`src/rtl/lsu_pkg.sv`:
```
// lsu_pkg: shared types and constants for the load/store unit.
//   DATA_W, DEPTH, IDX_W : data/address width, memory depth, word-index width
//   size_e               : access size encoding (byte/half/word/dword)
//   state_e              : load/store FSM states
//   size_bytes()         : access size in bytes
package lsu_pkg;
  localparam int DATA_W = 64;
  localparam int DEPTH  = 64;
  localparam int IDX_W  = $clog2(DEPTH);

  typedef enum logic [1:0] {
    BYTE  = 2'b00,
    HALF  = 2'b01,
    WORD  = 2'b10,
    DWORD = 2'b11
  } size_e;

  typedef enum logic [1:0] {
    IDLE  = 2'b00,
    READ  = 2'b01,
    WRITE = 2'b10,
    RESP  = 2'b11
  } state_e;

  function automatic logic [3:0] size_bytes(input size_e s);
    return 4'd1 << s;
  endfunction
endpackage

```
`src/rtl/lsu_lane_unit.sv`:
```
// lsu_lane_unit: combinational byte-lane extract/extend and store merge.
// Ports:
//   word      in  memory word being read
//   off       in  byte offset of the access within the word
//   size      in  access size
//   is_signed in  sign-extend the extracted value (sub-dword only)
//   wdata     in  store data, low bytes used
//   load_data out extracted and extended load value
//   merged    out word with the store lanes replaced, other bytes kept
module lsu_lane_unit
  import lsu_pkg::*;
(
  input  logic [DATA_W-1:0] word,
  input  logic [2:0]        off,
  input  size_e             size,
  input  logic              is_signed,
  input  logic [DATA_W-1:0] wdata,
  output logic [DATA_W-1:0] load_data,
  output logic [DATA_W-1:0] merged
);

  logic [5:0]        sh;
  logic [DATA_W-1:0] shifted;
  logic [DATA_W-1:0] lane_mask;

  assign sh = {off, 3'b000};

  always_comb begin
    shifted   = word >> sh;
    load_data = shifted;
    lane_mask = '1;
    case (size)
      BYTE: begin
        load_data = {{56{is_signed & shifted[7]}}, shifted[7:0]};
        lane_mask = 64'h0000_0000_0000_00FF;
      end
      HALF: begin
        load_data = {{48{is_signed & shifted[15]}}, shifted[15:0]};
        lane_mask = 64'h0000_0000_0000_FFFF;
      end
      WORD: begin
        load_data = {{32{is_signed & shifted[31]}}, shifted[31:0]};
        lane_mask = 64'h0000_0000_FFFF_FFFF;
      end
      default: begin
        load_data = shifted;
        lane_mask = '1;
      end
    endcase
    merged = (word & ~(lane_mask << sh)) | ((wdata & lane_mask) << sh);
  end

endmodule

```
`src/rtl/load_store_unit.sv`:
```
// load_store_unit: memory-access stage translating byte-addressed 1/2/4/8-byte
// loads and stores into word-indexed accesses on a 64 x 64-bit memory.
// Sub-dword stores are read-modify-write. Optional LSU_FAULT_EN macro enables
// range/alignment fault reporting; without it addresses are force-aligned and
// wrap modulo DEPTH, and resp_fault is tied low.
// Ports:
//   clk, rst (async, active low)
//   req_valid/req_ready, req_write, req_size, req_signed, req_addr, req_wdata
//   resp_valid/resp_ready, resp_rdata, resp_fault
//   mem_addr (word index), mem_wdata, mem_re, mem_we, mem_rdata (comb. read)
//
// state | meaning
// IDLE  | ready; captures request on req_valid
// READ  | mem_re; latch load result or merged store word
// WRITE | mem_we; merged (or full dword) word committed at end of cycle
// RESP  | resp_valid held until resp_ready
module load_store_unit
  import lsu_pkg::*;
(
  input  logic              clk,
  input  logic              rst,
  input  logic              req_valid,
  output logic              req_ready,
  input  logic              req_write,
  input  logic [1:0]        req_size,
  input  logic              req_signed,
  input  logic [DATA_W-1:0] req_addr,
  input  logic [DATA_W-1:0] req_wdata,
  output logic              resp_valid,
  input  logic              resp_ready,
  output logic [DATA_W-1:0] resp_rdata,
  output logic              resp_fault,
  output logic [DATA_W-1:0] mem_addr,
  output logic [DATA_W-1:0] mem_wdata,
  output logic              mem_re,
  output logic              mem_we,
  input  logic [DATA_W-1:0] mem_rdata
);

  state_e            state;
  logic              write_q;
  size_e             size_q;
  logic              signed_q;
  logic [2:0]        off_q;
  logic [IDX_W-1:0]  idx_q;
  logic [DATA_W-1:0] wdata_q;
  logic [DATA_W-1:0] rdata_q;
  logic              fault_q;
  logic [DATA_W-1:0] mwdata_q;

  size_e             req_sz;
  logic [2:0]        req_off;
  logic [2:0]        align_mask;
  logic [2:0]        off_eff;
  logic              fault;
  logic [DATA_W-1:0] load_data;
  logic [DATA_W-1:0] merged;

  assign req_sz  = size_e'(req_size);
  assign req_off = req_addr[2:0];
  // bytes-1 truncated to 3 bits gives the low-address mask that must be zero
  assign align_mask = 3'(size_bytes(req_sz) - 4'd1);

`ifdef LSU_FAULT_EN
  assign fault   = (|req_addr[DATA_W-1:IDX_W+3]) | (|(req_off & align_mask));
  assign off_eff = req_off;
`else
  logic unused_hi;
  assign unused_hi = ^req_addr[DATA_W-1:IDX_W+3];
  assign fault     = 1'b0;
  assign off_eff   = req_off & ~align_mask;
`endif

  lsu_lane_unit u_lane (
    .word      (mem_rdata),
    .off       (off_q),
    .size      (size_q),
    .is_signed (signed_q),
    .wdata     (wdata_q),
    .load_data (load_data),
    .merged    (merged)
  );

  always_ff @(posedge clk or negedge rst) begin
    if (!rst) begin
      state    <= IDLE;
      write_q  <= 1'b0;
      size_q   <= BYTE;
      signed_q <= 1'b0;
      off_q    <= '0;
      idx_q    <= '0;
      wdata_q  <= '0;
      rdata_q  <= '0;
      fault_q  <= 1'b0;
      mwdata_q <= '0;
    end else begin
      case (state)
        IDLE: begin
          if (req_valid) begin
            write_q  <= req_write;
            size_q   <= req_sz;
            signed_q <= req_signed;
            off_q    <= off_eff;
            idx_q    <= req_addr[IDX_W+2:3];
            wdata_q  <= req_wdata;
            rdata_q  <= '0;
            fault_q  <= fault;
            if (fault) begin
              state <= RESP;
            end else if (req_write && req_sz == DWORD) begin
              mwdata_q <= req_wdata;
              state    <= WRITE;
            end else begin
              state <= READ;
            end
          end
        end
        READ: begin
          if (write_q) begin
            mwdata_q <= merged;
            state    <= WRITE;
          end else begin
            rdata_q <= load_data;
            state   <= RESP;
          end
        end
        WRITE: state <= RESP;
        RESP: begin
          if (resp_ready) state <= IDLE;
        end
        default: state <= IDLE;
      endcase
    end
  end

  // Strobes decode from the state register only, so reset drops them at once.
  assign req_ready  = (state == IDLE);
  assign resp_valid = (state == RESP);
  assign mem_re     = (state == READ);
  assign mem_we     = (state == WRITE);
  assign mem_addr   = {{(DATA_W-IDX_W){1'b0}}, idx_q};
  assign mem_wdata  = mwdata_q;
  assign resp_rdata = rdata_q;
  assign resp_fault = fault_q;

endmodule

```
`config.mk`:
```
export PLATFORM = sky130hd
export DESIGN_NAME = load_store_unit
export DESIGN_NICKNAME = d
export VERILOG_FILES = /design/src/rtl/lsu_pkg.sv /design/src/rtl/lsu_lane_unit.sv /design/src/rtl/load_store_unit.sv
export SDC_FILE = /design/constraint.sdc
export NUM_CORES = 1
export LEC_CHECK = 0
export BUFFER_PORTS_ARGS = -buffer_cell sky130_fd_sc_hd__buf_2
export CAP_MARGIN = 20
export CELL_PAD_IN_SITES_DETAIL_PLACEMENT = 0
export CELL_PAD_IN_SITES_GLOBAL_PLACEMENT = 1
export CORE_AREA = 2 2 196 198
export DETAILED_ROUTE_END_ITERATION = 10
export DIE_AREA = 0 0 198 200
export MAX_ROUTING_LAYER = met4
export PLACE_DENSITY_LB_ADDON = 0.1
export SYNTH_ARGS = -nofsm -noshare
export SYNTH_HDL_FRONTEND = slang
export SYNTH_SLANG_ARGS = --single-unit
```
`constraint.sdc`:
```
create_clock -name clk -period 2.1 [get_ports clk]
set_input_delay 0.315 -clock clk [delete_from_list [all_inputs] [get_ports clk]]
set_output_delay 0.315 -clock clk [all_outputs]
set_load 0.02 [all_outputs]
```
# ---- After elaboration in Yosys (flattened, before gate mapping)
# Cells that the tools add are included.
dict set report totals {
  memories 0
  mem_bits_ro 0
  ram_bits 0
  out_inout_bits 197
  latch_bits 0
  register_bits 207
  elab_cells 56
}
dict set report op_classes {
  n_eq_ne 11
  n_shift 4
  n_lt_le_gt_ge 0
  add_sub_neg 1
  bitwise_logic 9
  multipliers 0
  muxes 14
  div 0
  reduce_logical 8
}
# operator count
set ops {}
lappend ops {{64-bit case mux with 3 select lines} 2}
lappend ops {{64-bit 2-to-1 mux} 5}
lappend ops {{64-bit case mux with 2 select lines} 2}
lappend ops {{64-bit bitwise AND} 2}
lappend ops {{64-bit by 6-bit left shift with 64-bit output} 2}
lappend ops {{64-bit NOT} 1}
lappend ops {{64-bit OR} 1}
lappend ops {{64-bit by 6-bit >> shifter with 64-bit output} 1}
lappend ops {{2-bit == test, second input constant} 4}
lappend ops {{2-bit case mux with 4 select lines} 1}
lappend ops {{2-bit 2-to-1 mux} 3}
lappend ops {{2-bit by 1-bit inequality test with 1-bit output, second input constant} 3}
lappend ops {{2-bit by 1-bit == test with 1-bit output, second input constant} 2}
lappend ops {{2-bit zero test} 2}
lappend ops {{2-bit inequality test, second input constant} 2}
lappend ops {{2-bit AND reduction} 2}
lappend ops {{4-bit AND reduction} 1}
lappend ops {{1-bit bitwise AND} 3}
lappend ops {{3-bit bitwise AND} 1}
lappend ops {{3-bit NOT} 1}
lappend ops {{3-bit AND reduction} 1}
lappend ops {{1-bit by 2-bit left shift with 3-bit output, first input constant} 1}
lappend ops {{3-bit by 1-bit subtractor with 3-bit output, second input constant} 1}
lappend ops {{2-bit nonzero test} 1}
lappend ops {{other kinds (2)} 2}

# ---- Depth between registers and ports, before layout
# Gate-level depths: netlist (run 1).
dict set report depth {
  depth_word 8
  ltp_mapped 10
}

# ---- Modules after synthesis
# A second synthesis (run 1) with hierarchy kept.
dict set report hier_totals {
  hier_cells 1246
  hier_area_um2 13220.2
}
# module cells_each seq_area_each_um2 area_per_inst_um2 instances
set modules_own_cells {}
lappend modules_own_cells {load_store_unit 599 5180.0 8881.0 1}
lappend modules_own_cells {lsu_lane_unit 647 0.0 4339.2 1}

# ---- Worst setup path before layout (run 1)
# OpenSTA, ideal clock, no wires.
dict set report synth_timing {
  path_kind {register to register}
  from {register state[0]}
  to {register mwdata_q[54] (netlist: mem_wdata[54])}
  t_required_ns 1.968
  path_slack_ns -0.204
  path_stages_with_launch 10
  period_less_slack_ns 2.304
  arrival_ns 2.172
  setup_ns 0.132
  cell_sequence {dfrtp_1 inv_1 ha_1 buf_2 mux2i_1 a211oi_2 nand2_1 clkbuf_1 a221oi_1 a21oi_1}
}
dict set report synth_via {
  elab_chain_len 3
  elab_cells_between_ends 8
  classes_between {eq/ne: 4; mux: 1; reduce/logical: 3}
}
# element line_no
set synth_rtl {}
lappend synth_rtl {{start: declaration} load_store_unit.sv:40} ;# state_e state;
lappend synth_rtl {{start signal: assignment} load_store_unit.sv:86} ;# state <= IDLE;
lappend synth_rtl {{start signal: assignment} load_store_unit.sv:109} ;# state <= RESP;
lappend synth_rtl {{start signal: assignment} load_store_unit.sv:112} ;# state <= WRITE;
lappend synth_rtl {{2-bit zero test (*)} --}
lappend synth_rtl {{net req_ready} load_store_unit.sv:23} ;# output logic req_ready,
lappend synth_rtl {{2-bit by 1-bit inequality test with 1-bit output (no source line), or another cell as far along} --}
lappend synth_rtl {{4-bit AND reduction (no source line)} --}
lappend synth_rtl {{end signal: assignment} load_store_unit.sv:111} ;# mwdata_q <= req_wdata;
lappend synth_rtl {{end signal: assignment} load_store_unit.sv:120} ;# mwdata_q <= merged;
lappend synth_rtl {{end: declaration} load_store_unit.sv:49} ;# logic [DATA_W-1:0] mwdata_q;
# Mark *: on every way through the listed nets, which the timed path passes. The rest lies on a longest branch.
# A chain may end at the register's enable or synchronous reset.

# ---- Final worst setup path (run 1)
dict set report layout_timing {
  from {register state[0]}
  to {register mwdata_q[37] (netlist: mem_wdata[37])}
}
dict set report layout_via {
  elab_chain_len 3
  elab_cells_between_ends 8
  classes_between {eq/ne: 4; mux: 1; reduce/logical: 3}
}
# element line_no
set layout_rtl {}
lappend layout_rtl {{2-bit by 1-bit == test with 1-bit output or 2-bit zero test (tied branches)} load_store_unit.sv:97} ;# case (state)
lappend layout_rtl {{2-bit by 1-bit inequality test with 1-bit output (no source line), or another cell as far along} --}
lappend layout_rtl {{4-bit AND reduction (no source line)} --}
# Parallel ways exist; a longest one is shown, timed or not.

==> key figures, run 1 <==
Status
  • Result of the run: finished, violations left
  • Violated checks: negative setup slack

Route
  • Initial detailed-routing violation count: 1,174
  • DRT Pass-1 Iters: 5
  • Ratio of routed vias to standard cells: 5.51
  • Overall routed net length: 58,600 microns
  • Residual antenna-violating net count after detailed routing: 0
  • Routed length per instance: 25.4 microns
  • Count of unresolved DRC violations after routing: 0
  • Routed via count: 12,745

Placement
  • Final HPWL DP: 44,800 microns
  • Cell Area, Placed: 0.0161 sq mm
  • Weighted congestion reported at the end of routability-driven placement: 0.930
  • Worst setup slack before clock tree synthesis: -0.192 ns
  • Number of input and output port buffers inserted: 282
  • Placed Cells incl. Taps: 2,243

Power
  • Total power after layout: 32,200 uW
  • Clock network fraction of total power: 13.0%
  • Sequential share of power: 22.9%
  • Total power per unit cell area: 1820 mW/mm^2
  • Internal Pwr Total: 17,200 uW
  • Switching Power: 15,000 uW
  • Comb pwr share: 64.1%
  • Worst IR drop on VDD: 0.000610 V
  • Static leakage power: 0.00821 uW
  • Net switching share of the total power: 46.6%

Global route
  • Wire length of the first global-routing pass: 82,900 microns
  • GR Util All Layers: 29.5%
  • GRT Residual Overflow: 0
  • Maximum number of pins on one net before global-route repair: 56
  • Vias in the first global route: 12,238
  • Number of antenna violations at the first check in global routing: 0

Clock network
  • CTS HTree Levels: 1
  • Clock Root Buffer: sky130_fd_sc_hd__clkbuf_16
  • Clk sink count: 207
  • TritonCTS clock tree: done
  • Clk Latency, worst-skew pair: 0.53 ns
  • CTS Buf Count: 24
  • Clock tree buffer depth: 3
  • Clock-pin slew reported for the worst setup and hold paths after clock tree synthesis: 0.06 ns

Synth
  • Average size of a mapped cell: 9.64 sq um
  • Sequential share of the synthesized area: 40.0%
  • Async set-reset flop share out of synthesis: 100%
  • Share of the synthesized area in the top cell type: 40.0%
  • Yosys cell types: 71
  • Top cells by count, synth: sky130_fd_sc_hd__dfrtp_1 (207), sky130_fd_sc_hd__nand2_1 (141), sky130_fd_sc_hd__mux2_2 (108)
  • Flip-flop cell with the highest count after synthesis: sky130_fd_sc_hd__dfrtp_1
  • Most common cell in the synthesized netlist: sky130_fd_sc_hd__dfrtp_1
  • #FFs+latches synth: 207
  • Leading post-synthesis cells by cell area: sky130_fd_sc_hd__dfrtp_1 (40%), sky130_fd_sc_hd__mux2_2 (9.4%), sky130_fd_sc_hd__mux2i_1 (5.0%)
  • Number of flops mapped to enable cells by yosys: 0
  • Cell taking the most area after synthesis: sky130_fd_sc_hd__dfrtp_1
  • Gate count after technology mapping: 1,344
  • Post-Synthesis Cell Area: 0.0130 sq mm
  • Synth warnings: 0

Finish
  • Layout Area Growth over Synthesis: 36.5%
  • Design area: 0.0177 sq mm
  • Nets@finish: 1,988
  • Final non-filler cell total: 2,313
  • Fraction of final layout cells sized beyond drive strength 1: 43.8%

Die
  • Die area: 0.0396 sq mm
  • Initial core utilization: 34.7%
  • Die Height: 200 microns
  • Horizontal die dimension: 198 microns
  • Num rows: 71
  • Number of ports placed on the die boundary: 397
  • Core region area: 0.0374 sq mm

STA
  • Setup slack of the critical path after layout: -0.150 ns
  • Final worst clock skew: 0.0110 ns
  • Final cycle utilization of the critical path: 107%
  • Final number of hold-violating endpoints: 0
  • Total setup violations reported at the end of the flow: 83
  • Unrepaired setup endpoints after global routing: yes
  • Worst-margin pin slew: 0.591 ns
  • Count of pins over their slew limit: 0
  • FMAX: 444 MHz
  • Final min period: 2.25 ns
  • Worst slew slack as a fraction of its limit: 60.4%

Job
  • Number of max-capacitance violations reported: 0

Setup path
  • WS Path Type: reg -> reg
  • Crit path launch type: register
  • Required @ worst endpoint: 2.51 ns
  • Data arrival, critical path: 2.66 ns
  • Reg-to-reg setup timing slack: -0.15 ns
  • Kind of end point of the critical path: register
  • Worst Path Max Fanout: 20

Hold path
  • Path class of the lowest-slack min-delay path: in -> reg
-- cell type report --
type,count,area [sq um]
Fill cell,3714,19700
Sequential cell,207,5190
Multi-Input combinational cell,1011,7270
Clock inverter,7,68.8
Timing Repair Buffer,532,3780
Antenna cell,2,5.00
Clock buffer,35,703
Inverter,8,30.0
Tap cell,511,639
-- cell usage in the layout, fill, tap and decap left out, types with 8 or more instances in the layout --
| cell | Yosys | routed |
|---|---|---|
| sky130_fd_sc_hd__a211oi_1 | 9 | 8 |
| sky130_fd_sc_hd__a21oi_1 | 80 | 72 |
| sky130_fd_sc_hd__a221o_1 | 9 | 9 |
| sky130_fd_sc_hd__a221oi_1 | 21 | 11 |
| sky130_fd_sc_hd__a221oi_2 | 0 | 10 |
| sky130_fd_sc_hd__a22o_1 | 15 | 15 |
| sky130_fd_sc_hd__a22oi_1 | 28 | 28 |
| sky130_fd_sc_hd__a2bb2oi_1 | 11 | 11 |
| sky130_fd_sc_hd__a31oi_1 | 16 | 11 |
| sky130_fd_sc_hd__buf_12 | 0 | 20 |
| sky130_fd_sc_hd__buf_2 | 25 | 280 |
| sky130_fd_sc_hd__buf_4 | 65 | 203 |
| sky130_fd_sc_hd__buf_6 | 12 | 10 |
| sky130_fd_sc_hd__clkbuf_16 | 0 | 28 |
| sky130_fd_sc_hd__conb_1 | 1 | 59 |
| sky130_fd_sc_hd__dfrtp_1 | 207 | 204 |
| sky130_fd_sc_hd__dlygate4sd3_1 | 0 | 8 |
| sky130_fd_sc_hd__mux2_2 | 108 | 108 |
| sky130_fd_sc_hd__mux2i_1 | 65 | 62 |
| sky130_fd_sc_hd__mux4_2 | 15 | 15 |
| sky130_fd_sc_hd__nand2_1 | 141 | 138 |
| sky130_fd_sc_hd__nand3_1 | 33 | 33 |
| sky130_fd_sc_hd__nor2_1 | 83 | 82 |
| sky130_fd_sc_hd__nor2b_1 | 10 | 9 |
| sky130_fd_sc_hd__nor3_1 | 23 | 18 |
| sky130_fd_sc_hd__o211ai_1 | 8 | 8 |
| sky130_fd_sc_hd__o21a_1 | 11 | 11 |
| sky130_fd_sc_hd__o21ai_0 | 102 | 71 |
| sky130_fd_sc_hd__o21ai_1 | 3 | 29 |
| sky130_fd_sc_hd__o21ai_2 | 31 | 36 |
| sky130_fd_sc_hd__o22ai_1 | 15 | 14 |
| sky130_fd_sc_hd__o2bb2ai_1 | 8 | 8 |
| sky130_fd_sc_hd__or3_1 | 27 | 24 |
-- routing by layer --
metal	up-vias	share of wire, %	GRT usage [%]
met2	571	46	46.7
li1	5719	-	-
met3	124	6.6	3.85
met4	0	4.0	9.44
met1	6331	43	39.3
met5	-	0	-
-- timing repair --
action	4_1_cts	5_1_grt
hold endpoints to repair	42	1
resized for setup	55	77
endpoints found under the setup margin	94	114
hold buffers	7	1
cloned	4	3
pin swaps	7	11
setup buffers	9	3
-- power by group through the flow --
stage	clock network, uW	registers [uW]	logic (uW)
finish	4170	7380	20600
global route	4460	7530	21900
CTS	4260	7310	19700
detailed placement	0	7350	18600
floorplan	0	8130	9770
global placement	0	7340	18600
-- metrics by stage --
| step | setup TNS [ns] | hold slack, ns | utilization (%) |
|---|---|---|---|
| after global placement | -4.44 | 0.319 | 42.9 |
| after detailed placement | -5.56 | 0.318 | 42.9 |
| after floorplan | 0 | 0.0194 | - |
| final | -5.33 | 0.0216 | 47.3 |
| after CTS | -2.25 | 0.00329 | 46.4 |
| after global routing | -11.40 | 0.0102 | 47.3 |
-- registers in the layout, indices dropped and copies added (netlist names) --
register,count
idx_q,6
write_q,1
state,2
signed_q,1
mem_wdata,64
size_q,2
resp_rdata,64
off_q,3
wdata_q,64
-- kinds of logic (layout without fill, tap and decap cells) --
kind of cell,count (synthesis),after routing,synth area share [%]
buffers and inverters,184,582,8.72
other,1,61,0.0289
AND/OR/NAND/NOR,349,349,12.2
flip-flops,207,207,40.0
adder cells (fa/ha/maj),4,4,0.386
multiplexers,188,188,17.0
AO/OA/AOI/OAI,411,411,21.7
-- final timing paths --
check	end	cells past startpoint	startpoint
max in group asynchronous	mem_wdata[31]$_DFFE_PN0P_	3	rst
max reg2reg	mem_wdata[37]$_DFFE_PN0P_	9	state[0]$_DFFE_PN0P_
max	mem_wdata[37]$_DFFE_PN0P_	9	state[0]$_DFFE_PN0P_
min reg2reg	resp_rdata[49]$_DFFE_PN0P_	2	resp_rdata[49]$_DFFE_PN0P_
min	idx_q[0]$_DFFE_PN0P_	2	req_addr[3]
min in group asynchronous	state[1]$_DFFE_PN0P_	2	rst
-- critical path, stage by stage (launching register included) --
cell,delay (ns)
sky130_fd_sc_hd__dfrtp_1,0.41
sky130_fd_sc_hd__inv_2,0.08
sky130_fd_sc_hd__ha_4,0.18
sky130_fd_sc_hd__mux2i_4,0.20
sky130_fd_sc_hd__buf_6,0.13
sky130_fd_sc_hd__a211o_4,0.41
sky130_fd_sc_hd__buf_16,0.22
sky130_fd_sc_hd__or3_1,0.35
sky130_fd_sc_hd__o21ai_0,0.09
sky130_fd_sc_hd__a21oi_1,0.05
Note: power is estimated with default switching activity, not from simulation.
==> run 2, diff against run 1 <==
- CELL_PAD_IN_SITES_DETAIL_PLACEMENT: 0 -> unset
- CELL_PAD_IN_SITES_GLOBAL_PLACEMENT: 1 -> unset
- CORE_AREA: 2 2 196 198 -> 2 2 142 200
- DIE_AREA: 0 0 198 200 -> 0 0 144 202
- PLACE_DENSITY: unset -> 0.78
- PLACE_DENSITY_LB_ADDON: 0.1 -> unset
==> run 2 against run 1 <==
Net effect: the run still ends with negative setup slack left; first-iteration DRC count rose by 3.1%; sequential share of layout area up 1.0 points; cell count down 7.7%; worst setup slack gained 0.065 ns; die area decreased by 27%; routed wire length is 9.6% lower; combinational power is 5% lower; count of clock-buffer cells in the layout fell by 7; clock power decreased by 6.2%; flip-flop and latch count did not move; largest cell class unchanged; largest power group unchanged; highest routed layer unchanged.
==> key figures, run 2 (same netlist as run 1, synthesis figures left out) <==
Global route
  • GRT Residual Overflow: 0
  • Met1 routing resource usage after global routing: 42.3%
  • Met3 demand-to-capacity share in global routing: 6.21%
  • Vias in the first global route: 12,440
  • Maximum number of pins on one net before global-route repair: 55
  • Wire length of the first global-routing pass: 75,800 microns
  • Number of antenna violations at the first check in global routing: 6
  • Met2 track utilization from global routing: 56.4%
  • GR Util All Layers: 35.6%
  • Most congested layer reported by global routing: met2

Status
  • Result of the run: finished, violations left
  • Violated checks: negative setup slack

Finish
  • Final non-filler cell total: 2,136
  • Nets@finish: 1,953
  • Design area: 0.0171 sq mm
  • Most frequent cells in the layout: sky130_fd_sc_hd__buf_2 (281), sky130_fd_sc_hd__dfrtp_1 (202), sky130_fd_sc_hd__buf_4 (171), sky130_fd_sc_hd__nand2_1 (137), sky130_fd_sc_hd__mux2_2 (108)
  • Number of filler cells placed in the layout: 2,307
  • Fraction of final layout cells sized beyond drive strength 1: 43.6%
  • Leading cell type in the layout, fill and taps excluded: sky130_fd_sc_hd__buf_2
  • Layout Area Growth over Synthesis: 31.8%

Placement
  • Final HPWL DP: 39,100 microns
  • Placed Cells incl. Taps: 2,077
  • Number of input and output port buffers inserted: 282
  • Weighted congestion reported at the end of routability-driven placement: 1.01
  • Cell Area, Placed: 0.0157 sq mm

Job
  • Number of max-capacitance violations reported: 0

STA
  • Worst hold slack: 0.00591 ns
  • Count of pins over their slew limit: 0
  • Final number of hold-violating endpoints: 0
  • FMAX: 458 MHz
  • Worst slew slack as a fraction of its limit: 53.8%
  • Worst-margin pin slew: 0.692 ns
  • Unrepaired setup endpoints after global routing: yes
  • Final cycle utilization of the critical path: 104%
  • Final min period: 2.19 ns
  • Setup slack of the critical path after layout: -0.0854 ns
  • Total setup violations reported at the end of the flow: 53
  • Total negative setup slack: -2.13 ns
  • Final worst clock skew: 0.0297 ns

Die
  • Number of ports placed on the die boundary: 397
  • Die area: 0.0291 sq mm
  • Initial core utilization: 47.5%
  • Core region area: 0.0273 sq mm
  • Num rows: 72
  • Die Height: 202 microns
  • Horizontal die dimension: 144 microns

Route
  • Routed via count: 12,779
  • DRT Pass-1 Iters: 6
  • Routed length per instance: 24.8 microns
  • Initial detailed-routing violation count: 1,210
  • Overall routed net length: 53,000 microns
  • Residual antenna-violating net count after detailed routing: 0
  • Ratio of routed vias to standard cells: 5.98
  • Count of unresolved DRC violations after routing: 0

Hold path
  • Number of stages on the worst hold path: 2
  • Path class of the lowest-slack min-delay path: in -> reg

Setup path
  • Data arrival, critical path: 2.56 ns
  • Critical path buffers and inverters: 2
  • CP top delay family: compound AO/OA/AOI/OAI gates
  • Critical path, cell by cell: ha_4, and2b_2, buf_6, a211o_4, buf_12, or3_1, o21ai_0, a31oi_1
  • Worst Path Max Fanout: 7
  • WS Path Type: reg -> reg
  • Number of stages on the worst setup path: 8
  • Cells on worst reg2reg path: 8
  • Cell with the biggest individual delay on the critical path: sky130_fd_sc_hd__dfrtp_1
  • Required @ worst endpoint: 2.48 ns
  • Kind of end point of the critical path: register
  • Crit path launch type: register
  • Delay of the slowest cell on the worst path: 0.43 ns

Power
  • Worst IR drop on VDD: 0.00109 V
  • Static leakage power: 0.00801 uW
  • Total power per unit cell area: 1810 mW/mm^2
  • Total power after layout: 30,900 uW

Clock network
  • Clock Root Buffer: sky130_fd_sc_hd__clkbuf_16
  • Clk sink count: 207
  • CTS HTree Levels: 1
  • Clock tree buffer depth: 3
  • Clock-pin slew reported for the worst setup and hold paths after clock tree synthesis: 0.07 ns
  • Clk Latency, worst-skew pair: 0.54 ns
  • CTS Buf Count: 21
  • TritonCTS clock tree: done
-- run 2: cell count changes in the layout (fill, tap and decap cells not counted), moves of 4 or more --
cell                            before  now
sky130_fd_sc_hd__o21ai_0            71   88
sky130_fd_sc_hd__buf_4             203  171
sky130_fd_sc_hd__diode_2             2    6
sky130_fd_sc_hd__dlygate4sd3_1       8    1
sky130_fd_sc_hd__buf_6              10   21
sky130_fd_sc_hd__a31oi_2             1    5
sky130_fd_sc_hd__o21ai_1            29   11
sky130_fd_sc_hd__a21oi_1            72   76
-- run 2: metal layers --
layer  vias up  share of wire [%]  wire length [microns]
met5         -                  0                      0
met4         0                7.4                   3920
met3       191                7.6                   4010
met2       736                 48                  25400
met1      6217                 37                  19700
li1       5635                  -                      -
-- run 2: final timing paths --
kind                                       startpoint                          to  slack, ns
max                              state[0]$_DFFE_PN0P_   mem_wdata[62]$_DFFE_PN0P_      -0.09
min                                       req_addr[3]        idx_q[0]$_DFFE_PN0P_      0.006
max reg2reg                      state[0]$_DFFE_PN0P_   mem_wdata[62]$_DFFE_PN0P_      -0.09
min reg2reg                resp_rdata[50]$_DFFE_PN0P_  resp_rdata[50]$_DFFE_PN0P_       0.47
max in group asynchronous                         rst        off_q[0]$_DFFE_PN0P_       1.11
min in group asynchronous                         rst        state[1]$_DFFE_PN0P_       0.32
-- run 2: power breakdown --
part	leakage [uW]	internal (uW)	switching (uW)
Combinational	0.00514	8310	11200
Sequential	0.00254	5860	1590
Clock	0.000333	2220	1690
-- run 2: area by class of cell --
class	count	area [sq um]	area share, %
Multi-Input combinational cell	1013	7270	42.6
Sequential cell	207	5190	30.4
Timing Repair Buffer	498	3430	20.1
Clock buffer	28	592	3.46
Tap cell	370	463	2.71
Clock inverter	6	93.8	0.549
Inverter	8	30.0	0.176
Antenna cell	6	15.0	0.0879
-- run 2: what timing repair did --
| item | 4_1_cts | 5_1_grt |
|---|---|---|
| endpoints found under the setup margin | 82 | 108 |
| pin swaps | 4 | 10 |
| hold buffers | 1 | 0 |
| hold endpoints to repair | 44 | 0 |
| cloned | 1 | 9 |
| gates resized for setup | 29 | 85 |
| setup buffers | 3 | 8 |
-- run 2: stage by stage --
stage          setup WS (ns)  utilization [%]
2_1_floorplan         0.0112                -
3_3_place_gp          -0.254             57.4
3_5_place_dp          -0.227             57.4
4_1_cts              -0.0410             60.5
5_1_grt               -0.120             62.6
6_report             -0.0854             62.6
-- run 2: worst reg2reg max path, stage by stage, from the launching register on --
cell,delay [ns]
sky130_fd_sc_hd__dfrtp_1,0.43
sky130_fd_sc_hd__ha_4,0.20
sky130_fd_sc_hd__and2b_2,0.22
sky130_fd_sc_hd__buf_6,0.12
sky130_fd_sc_hd__a211o_4,0.41
sky130_fd_sc_hd__buf_12,0.18
sky130_fd_sc_hd__or3_1,0.30
sky130_fd_sc_hd__o21ai_0,0.10
sky130_fd_sc_hd__a31oi_1,0.09
==> run 3, diff against run 2 <==
- REMOVE_ABC_BUFFERS: unset -> 1
==> run 3 against run 2 <==
Net effect: flip-flop and latch count did not move; register-to-register slack better by 0.02 ns; highest routed layer unchanged; non-clock buffer count up 1; the run still ends with negative setup slack left; largest cell class unchanged; sequential power is essentially flat; cell count barely moved; core utilization down 0.13 points.
==> key figures, run 3 (same netlist as run 1, synthesis figures left out) <==
Power
  • Sequential share of power: 23.6%
  • Static leakage power: 0.00801 uW
  • Comb pwr share: 64.3%
  • Total power per unit cell area: 1850 mW/mm^2
  • Total power after layout: 31,600 uW
  • Internal Pwr Total: 16,700 uW
  • Clock network fraction of total power: 12.1%
  • Worst IR drop on VDD: 0.00109 V
  • Net switching share of the total power: 47.0%
  • Switching Power: 14,900 uW

Route
  • Routed length per instance: 24.8 microns
  • Count of unresolved DRC violations after routing: 0
  • DRT Pass-1 Iters: 8
  • Ratio of routed vias to standard cells: 6.18
  • Overall routed net length: 53,000 microns
  • Residual antenna-violating net count after detailed routing: 0
  • Routed via count: 13,210
  • Initial detailed-routing violation count: 1,321

Finish
  • Leading cell type in the layout, fill and taps excluded: sky130_fd_sc_hd__buf_2
  • Fraction of final layout cells sized beyond drive strength 1: 41.9%
  • Nets@finish: 1,953
  • Layout Area Growth over Synthesis: 31.6%
  • Most frequent cells in the layout: sky130_fd_sc_hd__buf_2 (281), sky130_fd_sc_hd__dfrtp_1 (203), sky130_fd_sc_hd__buf_4 (179), sky130_fd_sc_hd__nand2_1 (139), sky130_fd_sc_hd__mux2_2 (108)
  • Number of filler cells placed in the layout: 2,275

Global route
  • Wire length of the first global-routing pass: 75,300 microns
  • Number of antenna violations at the first check in global routing: 6
  • Maximum number of pins on one net before global-route repair: 59
  • GRT Residual Overflow: 0
  • Vias in the first global route: 12,605
  • GR Util All Layers: 35.4%

STA
  • Setup slack of the critical path after layout: -0.0614 ns
  • FMAX: 463 MHz
  • Worst slew slack as a fraction of its limit: 64.5%
  • Final number of hold-violating endpoints: 0
  • Total setup violations reported at the end of the flow: 43
  • Unrepaired setup endpoints after global routing: yes
  • Final worst clock skew: 0.0207 ns
  • Final cycle utilization of the critical path: 103%
  • Final min period: 2.16 ns
  • Worst-margin pin slew: 0.530 ns
  • Count of pins over their slew limit: 0
  • Total negative setup slack: -1.47 ns

Die
  • Die Height: 202 microns
  • Die area: 0.0291 sq mm
  • Horizontal die dimension: 144 microns
  • Initial core utilization: 47.5%
  • Num rows: 72
  • Number of ports placed on the die boundary: 397
  • Core region area: 0.0273 sq mm

Setup path
  • Kind of end point of the critical path: register
  • Required @ worst endpoint: 2.56 ns
  • Delay of the slowest cell on the worst path: 0.53 ns
  • WS Path Type: reg -> reg
  • Data arrival, critical path: 2.62 ns
  • Cell with the biggest individual delay on the critical path: sky130_fd_sc_hd__dfrtp_4
  • Critical path, cell by cell: buf_16, or2b_1, o221ai_1, a31o_2, a22oi_4, buf_12, o21ai_2
  • Crit path launch type: register
  • Worst Path Max Fanout: 58

Clock network
  • CTS Buf Count: 22
  • Clock Root Buffer: sky130_fd_sc_hd__clkbuf_16
  • TritonCTS clock tree: done
  • Clock tree buffer depth: 3
  • CTS HTree Levels: 1
  • Clock-pin slew reported for the worst setup and hold paths after clock tree synthesis: 0.06 ns
  • Clk Latency, worst-skew pair: 0.54 ns
  • Clk sink count: 207

Status
  • Result of the run: finished, violations left
  • Violated checks: negative setup slack

Placement
  • Final HPWL DP: 37,600 microns
  • Weighted congestion reported at the end of routability-driven placement: 1.03
  • Number of input and output port buffers inserted: 282

Hold path
  • Path class of the lowest-slack min-delay path: in -> reg

Job
  • Number of max-capacitance violations reported: 0
==> run 3: changes by cell type in the layout (fill, tap and decap cells not counted), moves of 5 or more <==
| cell | change |
|---|---|
| sky130_fd_sc_hd__a221oi_1 | +8 |
| sky130_fd_sc_hd__a221oi_2 | -8 |
| sky130_fd_sc_hd__a31oi_1 | +6 |
| sky130_fd_sc_hd__a31oi_2 | -5 |
| sky130_fd_sc_hd__buf_4 | +8 |
| sky130_fd_sc_hd__buf_6 | -17 |
| sky130_fd_sc_hd__o21ai_0 | -6 |
| sky130_fd_sc_hd__o21ai_1 | +7 |
| sky130_fd_sc_hd__or3_1 | +5 |
| sky130_fd_sc_hd__or3_4 | -5 |
==> run 3: path summary, 6_finish.rpt <==
check / slack [ns] / end / depth (start not counted) / start
min reg2reg: 0.47 / resp_rdata[61]$_DFFE_PN0P_ / 2 / resp_rdata[61]$_DFFE_PN0P_
min: 0.02 / idx_q[2]$_DFFE_PN0P_ / 2 / req_addr[5]
max in group asynchronous: 1.14 / off_q[2]$_DFFE_PN0P_ / 3 / rst
max: -0.06 / resp_rdata[60]$_DFFE_PN0P_ / 7 / off_q[1]$_DFFE_PN0P_
max reg2reg: -0.06 / resp_rdata[60]$_DFFE_PN0P_ / 7 / off_q[1]$_DFFE_PN0P_
min in group asynchronous: 0.30 / mem_wdata[47]$_DFFE_PN0P_ / 2 / rst
==> run 3: layout make-up <==
type | count | area [sq um] | share of cell area (%)
inverters | 8 | 33.8 | 0.198
multi-input cells | 1011 | 7110 | 41.7
clock inverters | 4 | 26.3 | 0.154
clock buffers | 33 | 653 | 3.83
repair buffers | 499 | 3560 | 20.9
flip-flops and latches | 207 | 5190 | 30.4
well taps | 370 | 463 | 2.71
diodes | 5 | 12.5 | 0.0734
==> run 3: stage by stage <==
step,hold WS [ns],util (%),setup WS (ns),cell area [sq um],std cells
6_report,0.0171,62.5,-0.0614,17100,2137
3_3_place_gp,0.292,57.4,-0.171,15700,2071
2_1_floorplan,0.0194,-,-4.24,12100,1226
4_1_cts,0.00486,60.6,-0.0177,16500,2114
3_5_place_dp,0.297,57.4,-0.195,15700,2071
5_1_grt,0.0202,62.5,-0.115,17100,2137
==> run 3: power by group through the flow <==
stage	Clock [uW]	Combinational [uW]	Sequential, uW
2_1_floorplan	0	8160	8790
3_3_place_gp	0	17800	7320
3_5_place_dp	0	18100	7380
4_1_cts	3840	18600	7310
5_1_grt	3980	21300	7560
6_report	3830	20300	7440
==> run 3: timing repair <==
| action | 4_1_cts | 5_1_grt |
|---|---|---|
| cloned | 2 | 7 |
| hold endpoints to repair | 44 | 0 |
| buffers inserted | 3 | 11 |
| gates resized for setup | 21 | 60 |
| setup endpoints to repair | 78 | 107 |
| hold buffers | 1 | 0 |
| pin swaps | 1 | 8 |
==> run 3: routing by layer <==
metal / vias to the layer above / GRT usage, % / wire length (microns)
met5: - / - / 0
met4: 0 / 22.0 / 4350
met3: 268 / 5.54 / 5110
met2: 942 / 55.2 / 24500
met1: 6339 / 42.8 / 19000
li1: 5661 / - / -
==> run 3: critical path, delay by kind of cell (launching register included) <==
family                 cells  cell delay (ns)
AO/OA/AOI/OAI              4             0.80
flip-flops                 1             0.53
AND/OR/NAND/NOR            1             0.30
buffers and inverters      2             0.42
